File: src/rtl/mdu.sv
// rtl/mdu.sv - iterative 32-edge multiply/divide unit with HI/LO registers
// Optional MADD/MADDU accumulate ops are enabled by defining MDU_MADD_EN.
module mdu #(
    parameter int WIDTH = 32
) (
    input  logic             clk,
    input  logic             rst,
    input  logic             start,
    input  logic [2:0]       op,
    input  logic [WIDTH-1:0] A,
    input  logic [WIDTH-1:0] B,
    output logic             busy,
    output logic             done,
    output logic [WIDTH-1:0] hi,
    output logic [WIDTH-1:0] lo
);
    typedef enum logic [1:0] {IDLE, MUL, DIV, FIX} state_t;
    localparam int CW = $clog2(WIDTH);

    state_t             state;
    logic [2*WIDTH-1:0] p;
    logic [WIDTH-1:0]   m;
    logic [WIDTH-1:0]   a_orig;
    logic [CW-1:0]      cnt;
    logic               is_div;
    logic               neg_p;
    logic               neg_r;
    logic               div_zero;
`ifdef MDU_MADD_EN
    logic               is_madd;
`endif

    logic               op_mul;
    logic               op_div;
    logic               signed_op;
    logic               a_neg;
    logic               b_neg;
    logic [WIDTH-1:0]   a_mag;
    logic [WIDTH-1:0]   b_mag;
    logic [WIDTH:0]     mul_sum;
    logic [WIDTH:0]     div_shift;
    logic [WIDTH-1:0]   div_diff;
    logic               div_ge;
    logic [2*WIDTH-1:0] prod;
    logic [WIDTH-1:0]   quo;
    logic [WIDTH-1:0]   rem;

    always_comb begin
        op_mul = (op == 3'b000) || (op == 3'b001);
`ifdef MDU_MADD_EN
        op_mul = op_mul || (op[2:1] == 2'b11);
`endif
        op_div    = (op[2:1] == 2'b01);
        signed_op = ~op[0] && (op[2:1] != 2'b10);
        a_neg     = signed_op & A[WIDTH-1];
        b_neg     = signed_op & B[WIDTH-1];
        a_mag     = a_neg ? -A : A;
        b_mag     = b_neg ? -B : B;
    end

    // Multiply: lower half holds the multiplier, shifted out LSB-first.
    // Divide: upper half is the partial remainder, lower half the dividend/quotient.
    always_comb begin
        mul_sum   = {1'b0, p[2*WIDTH-1:WIDTH]} + (p[0] ? {1'b0, m} : '0);
        div_shift = {p[2*WIDTH-1:WIDTH], p[WIDTH-1]};
        div_ge    = div_shift >= {1'b0, m};
        div_diff  = div_shift[WIDTH-1:0] - m;
        prod      = neg_p ? -p : p;
        quo       = neg_p ? -p[WIDTH-1:0] : p[WIDTH-1:0];
        rem       = neg_r ? -p[2*WIDTH-1:WIDTH] : p[2*WIDTH-1:WIDTH];
    end

    always_ff @(posedge clk) begin
        if (rst) begin
            state    <= IDLE;
            busy     <= 1'b0;
            done     <= 1'b0;
            hi       <= '0;
            lo       <= '0;
            p        <= '0;
            m        <= '0;
            a_orig   <= '0;
            cnt      <= '0;
            is_div   <= 1'b0;
            neg_p    <= 1'b0;
            neg_r    <= 1'b0;
            div_zero <= 1'b0;
`ifdef MDU_MADD_EN
            is_madd  <= 1'b0;
`endif
        end else begin
            done <= 1'b0;
            case (state)
                IDLE: begin
                    if (start) begin
                        if (op == 3'b100) begin
                            hi <= A;
                        end else if (op == 3'b101) begin
                            lo <= A;
                        end else if (op_mul || op_div) begin
                            busy     <= 1'b1;
                            cnt      <= '0;
                            a_orig   <= A;
                            is_div   <= op_div;
                            neg_p    <= a_neg ^ b_neg;
                            neg_r    <= a_neg;
                            div_zero <= (B == '0);
                            p        <= {{WIDTH{1'b0}}, op_div ? a_mag : b_mag};
                            m        <= op_div ? b_mag : a_mag;
                            state    <= op_div ? DIV : MUL;
`ifdef MDU_MADD_EN
                            is_madd  <= op[2];
`endif
                        end
                    end
                end
                MUL, DIV: begin
                    if (state == MUL) begin
                        p <= {mul_sum, p[WIDTH-1:1]};
                    end else begin
                        p <= {div_ge ? div_diff : div_shift[WIDTH-1:0], p[WIDTH-2:0], div_ge};
                    end
                    cnt <= cnt + CW'(1);
                    if (cnt == CW'(WIDTH - 1)) begin
                        state <= FIX;
                    end
                end
                FIX: begin
                    if (is_div) begin
                        if (div_zero) begin
                            hi <= a_orig;
                            lo <= '1;
                        end else begin
                            hi <= rem;
                            lo <= quo;
                        end
`ifdef MDU_MADD_EN
                    end else if (is_madd) begin
                        {hi, lo} <= {hi, lo} + prod;
`endif
                    end else begin
                        {hi, lo} <= prod;
                    end
                    busy  <= 1'b0;
                    done  <= 1'b1;
                    state <= IDLE;
                end
                default: state <= IDLE;
            endcase
        end
    end
endmodule

File: config.mk
export PLATFORM = sky130hd
export DESIGN_NAME = mdu
export DESIGN_NICKNAME = d
export VERILOG_FILES = /design/src/rtl/mdu.sv
export SDC_FILE = /design/constraint.sdc
export NUM_CORES = 1
export LEC_CHECK = 0
export ABC_AREA = 1
export CORE_ASPECT_RATIO = 1.2
export CORE_MARGIN = 3
export CORE_UTILIZATION = 37
export CTS_CLUSTER_SIZE = 8
export DETAILED_ROUTE_END_ITERATION = 7
export PLACE_DENSITY_LB_ADDON = 0.1
export SLEW_MARGIN = 20
export SYNTH_ARGS = -nofsm -noshare
export SYNTH_HDL_FRONTEND = slang
export SYNTH_SLANG_ARGS = --single-unit
File: constraint.sdc
create_clock -name clk -period 3.69 [get_ports clk]
set_input_delay 0.738 -clock clk [delete_from_list [all_inputs] [get_ports clk]]
set_output_delay 0.738 -clock clk [all_outputs]
set_load 0.01 [all_outputs]
==> flow_metrics.tcl <==
set metrics [dict create \
    core_area_um2 53760 \
    cp_slowest_cell "dfxtp_1" \
    path_buf_inv 1 \
    drc 0 \
    hold_viol 0 \
    synth_seq_cells 205 \
    die_x_um 218.9 \
    drtIter0Drc 2450 \
    yosys_warnings 0 \
    grt_max_degree 91 \
    post_cts_buffers 0 \
    clock-sinks 205 \
    synth_cell_types 51 \
    grt_use_met1_pct 41.55 \
    drv_slew 0 \
    grt_usage_pct 35.01 \
    fin_crit_ps 2997 \
    syn_area_um2 20130 \
    dr.pass1.iters 6 \
    ctsHtreeMaxLevel 1 \
    synthesis.instances 3628 \
    critPathMaxFanout 38 \
    fin_setup_tns_ps 0 \
    use_met2_pct 57.49 \
    rows 93 \
    top_usage_layer "met2" \
    dp.final_hpwl_um 82070 \
    cap_violations 0 \
    rsz0062_at_grt "false" \
    seq_area_frac_synth_pct 20.38 \
    grt_use_met3_pct 5.141 \
    avgSynthCellArea_um2 5.549 \
    relSlewSlack_pct 29.54 \
    post-route-period-util_pct 81.21 \
    fp.dieH_um 261.5 \
    port_buffers 135 \
    area_delta_synth_final_pct 15.72 \
    cp_slowest_stage_delay_ps 680 \
    vias 24680 \
    start_util_pct 37.45 \
    cts_root_buf "clkbuf_16" \
    fin_skew_ps 28.25 \
    path_delay_family "simple AND/OR/NAND/NOR gates" \
    synth_nets 3773 \
    finalSetupViolCount 0 \
    via_per_inst 5.551 \
    startpoint_type "register" \
    die_area_um2 57260 \
    crit_required_ps 4120 \
    end_kind "register" \
    grt_pass1_vias 23300 \
    cts_tree "yes" \
    p_per_area_nw_per_um2 818.6 \
    drtAntennaViolNets 0 \
    clk_pin_slew_ps 70 \
    fin_nets 3872 \
    path_class "reg2reg" \
    irDropWorstVdd_uv 1126 \
    crit_arrival_ps 3430 \
    status "complete, no violations" \
    max_freq_mhz 333.7 \
    cts_buffers 31 \
    hp-class "reg2reg" \
    tightestPinTransition_ps 1057 \
    gp_congestion 1.017 \
    p_total_mw 19.07 \
    leakage_nw 11.42 \
    cts_resized 0 \
    routed_wl_um 102400 \
    path_cells "ha_1, nand2_2, nor2_4, nand3_2, nand3_2, nand2_1, nand2_2, nand2_4, nand2_4, buf_12, nand3_1, nand4_1, a21oi_1" \
    gr-total-overflow 0 \
    routedWlPerCell_um 23.03 \
    ctsHoldBuffers 0 \
    clockBufferDepth 3 \
    drive_above_1_share_pct 5.920 \
    antenna_found_initial 3 \
    clock_latency_ps 600 \
    num_io_pins 136 \
    grt_pass1_wl_um 149700 \
]
[stage by stage]
stage	setup slack [ps]	instance area (um2)	util [%]	hold slack, ps	std cells
detailed placement	533.5	22440	41.75	478.7	4406
finish	693.5	23300	43.34	485.5	4446
floorplan	1273	20130	-	429.7	3628
global placement	518.3	22440	41.75	469.5	4406
global route	480.5	23300	43.33	513.4	4445
CTS	728.7	23300	43.33	488.0	4445
[per-layer routing]
| layer | up-vias | share of wire [%] |
|---|---|---|
| met2 | 991 | 46 |
| met3 | 286 | 6.9 |
| met5 | - | 0.027 |
| met4 | 4 | 8.9 |
| met1 | 11430 | 38 |
| li1 | 11970 | - |
[logic make-up after synthesis]
| logic type | after synthesis | synth area share (%) |
|---|---|---|
| and+or+nand+nor | 1911 | 40.05 |
| AOI/OAI and AO/OA | 739 | 19.87 |
| buffers and inverters | 639 | 12.39 |
| DFF | 205 | 20.38 |
| adders and majority gates | 75 | 4.736 |
| xor gates and xnor gates | 59 | 2.567 |
[state kept, by name, summed over array words and instances (netlist names), 2 cells and up]
| signal | flops |
|---|---|
| cnt | 5 |
| a_orig | 32 |
| lo | 32 |
| p | 64 |
| state | 2 |
| m | 32 |
| hi | 32 |
[placed cells by master, fill, tap and decap left out, types with 15 or more instances in the layout]
cell type	n
a21oi_1	323
a31oi_1	21
buf_4	83
clkbuf_16	31
clkdlybuf4s50_1	134
dfxtp_1	204
ha_1	71
inv_1	458
inv_2	22
nand2_1	991
nand2_2	15
nand3_1	354
nand3b_1	15
nand4_1	37
nor2_1	404
nor2_2	20
nor3_1	30
o211ai_1	58
o21ai_0	282
xor2_1	56
[cell usage after synthesis, drive strengths merged]
cell type  instances  area (um2)
a21o               3       22.52
o221ai             4       35.03
a221oi             2       17.52
o31ai              4       30.03
o211ai            60       460.4
dfxtp            205        4104
and3               2       12.51
ha                73       913.4
and2               7       43.80
xnor2              3       26.28
o21bai            12       90.09
a31oi             21       131.4
o22ai              2       12.51
inv              481        1805
nand3            358        1812
o21a               6       45.04
o21ai            295        1480
nor4              10       62.56
a21boi             1       7.510
or2               12       75.08
nand3b            15       112.6
nor3              32       176.4
nor2             429        1694
a211oi             1       7.510
a21oi            328        1660
fa                 2       40.04
buf               44       261.5
xor2              56       490.5
clkbuf           114       427.9
nand2           1008        3836
nor3b              1       7.510
nand4             37       231.5
[final timing paths]
kind / startpoint / to / slack, ps / cells past startpoint
worst min-delay path: cnt[1] / cnt[1] / 490 / 2
worst max register to register: p[38] / p[48] / 690 / 13
worst min register to register: cnt[1] / cnt[1] / 490 / 2
worst max-delay path: p[38] / p[48] / 690 / 13
[area by class of cell]
class	count	area [um2]
Multi-Input combinational cell	2784	13550
Sequential cell	205	4105
Clock buffer	33	793.3
Timing Repair Buffer	224	2090
Antenna cell	1	2.502
Inverter	481	1807
Clock inverter	6	58.81
Tap cell	712	890.9
Fill cell	6175	30460
[power breakdown]
part	internal (mW)	total [mW]	switching [mW]
clock	1.56	2.68	1.12
combinational	3.87	13.2	9.29
sequential	2.65	3.24	0.587
total	8.08	19.1	11.0
[worst register-to-register path, stage by stage, from the launching register on]
cell,delay [ps]
dfxtp_1,680
ha_1,330
nand2_2,120
nor2_4,160
nand3_2,90
nand3_2,150
nand2_1,80
nand2_2,100
nand2_4,160
nand2_4,110
buf_12,230
nand3_1,280
nand4_1,260
a21oi_1,90
Power figures use the tool's default switching activity.
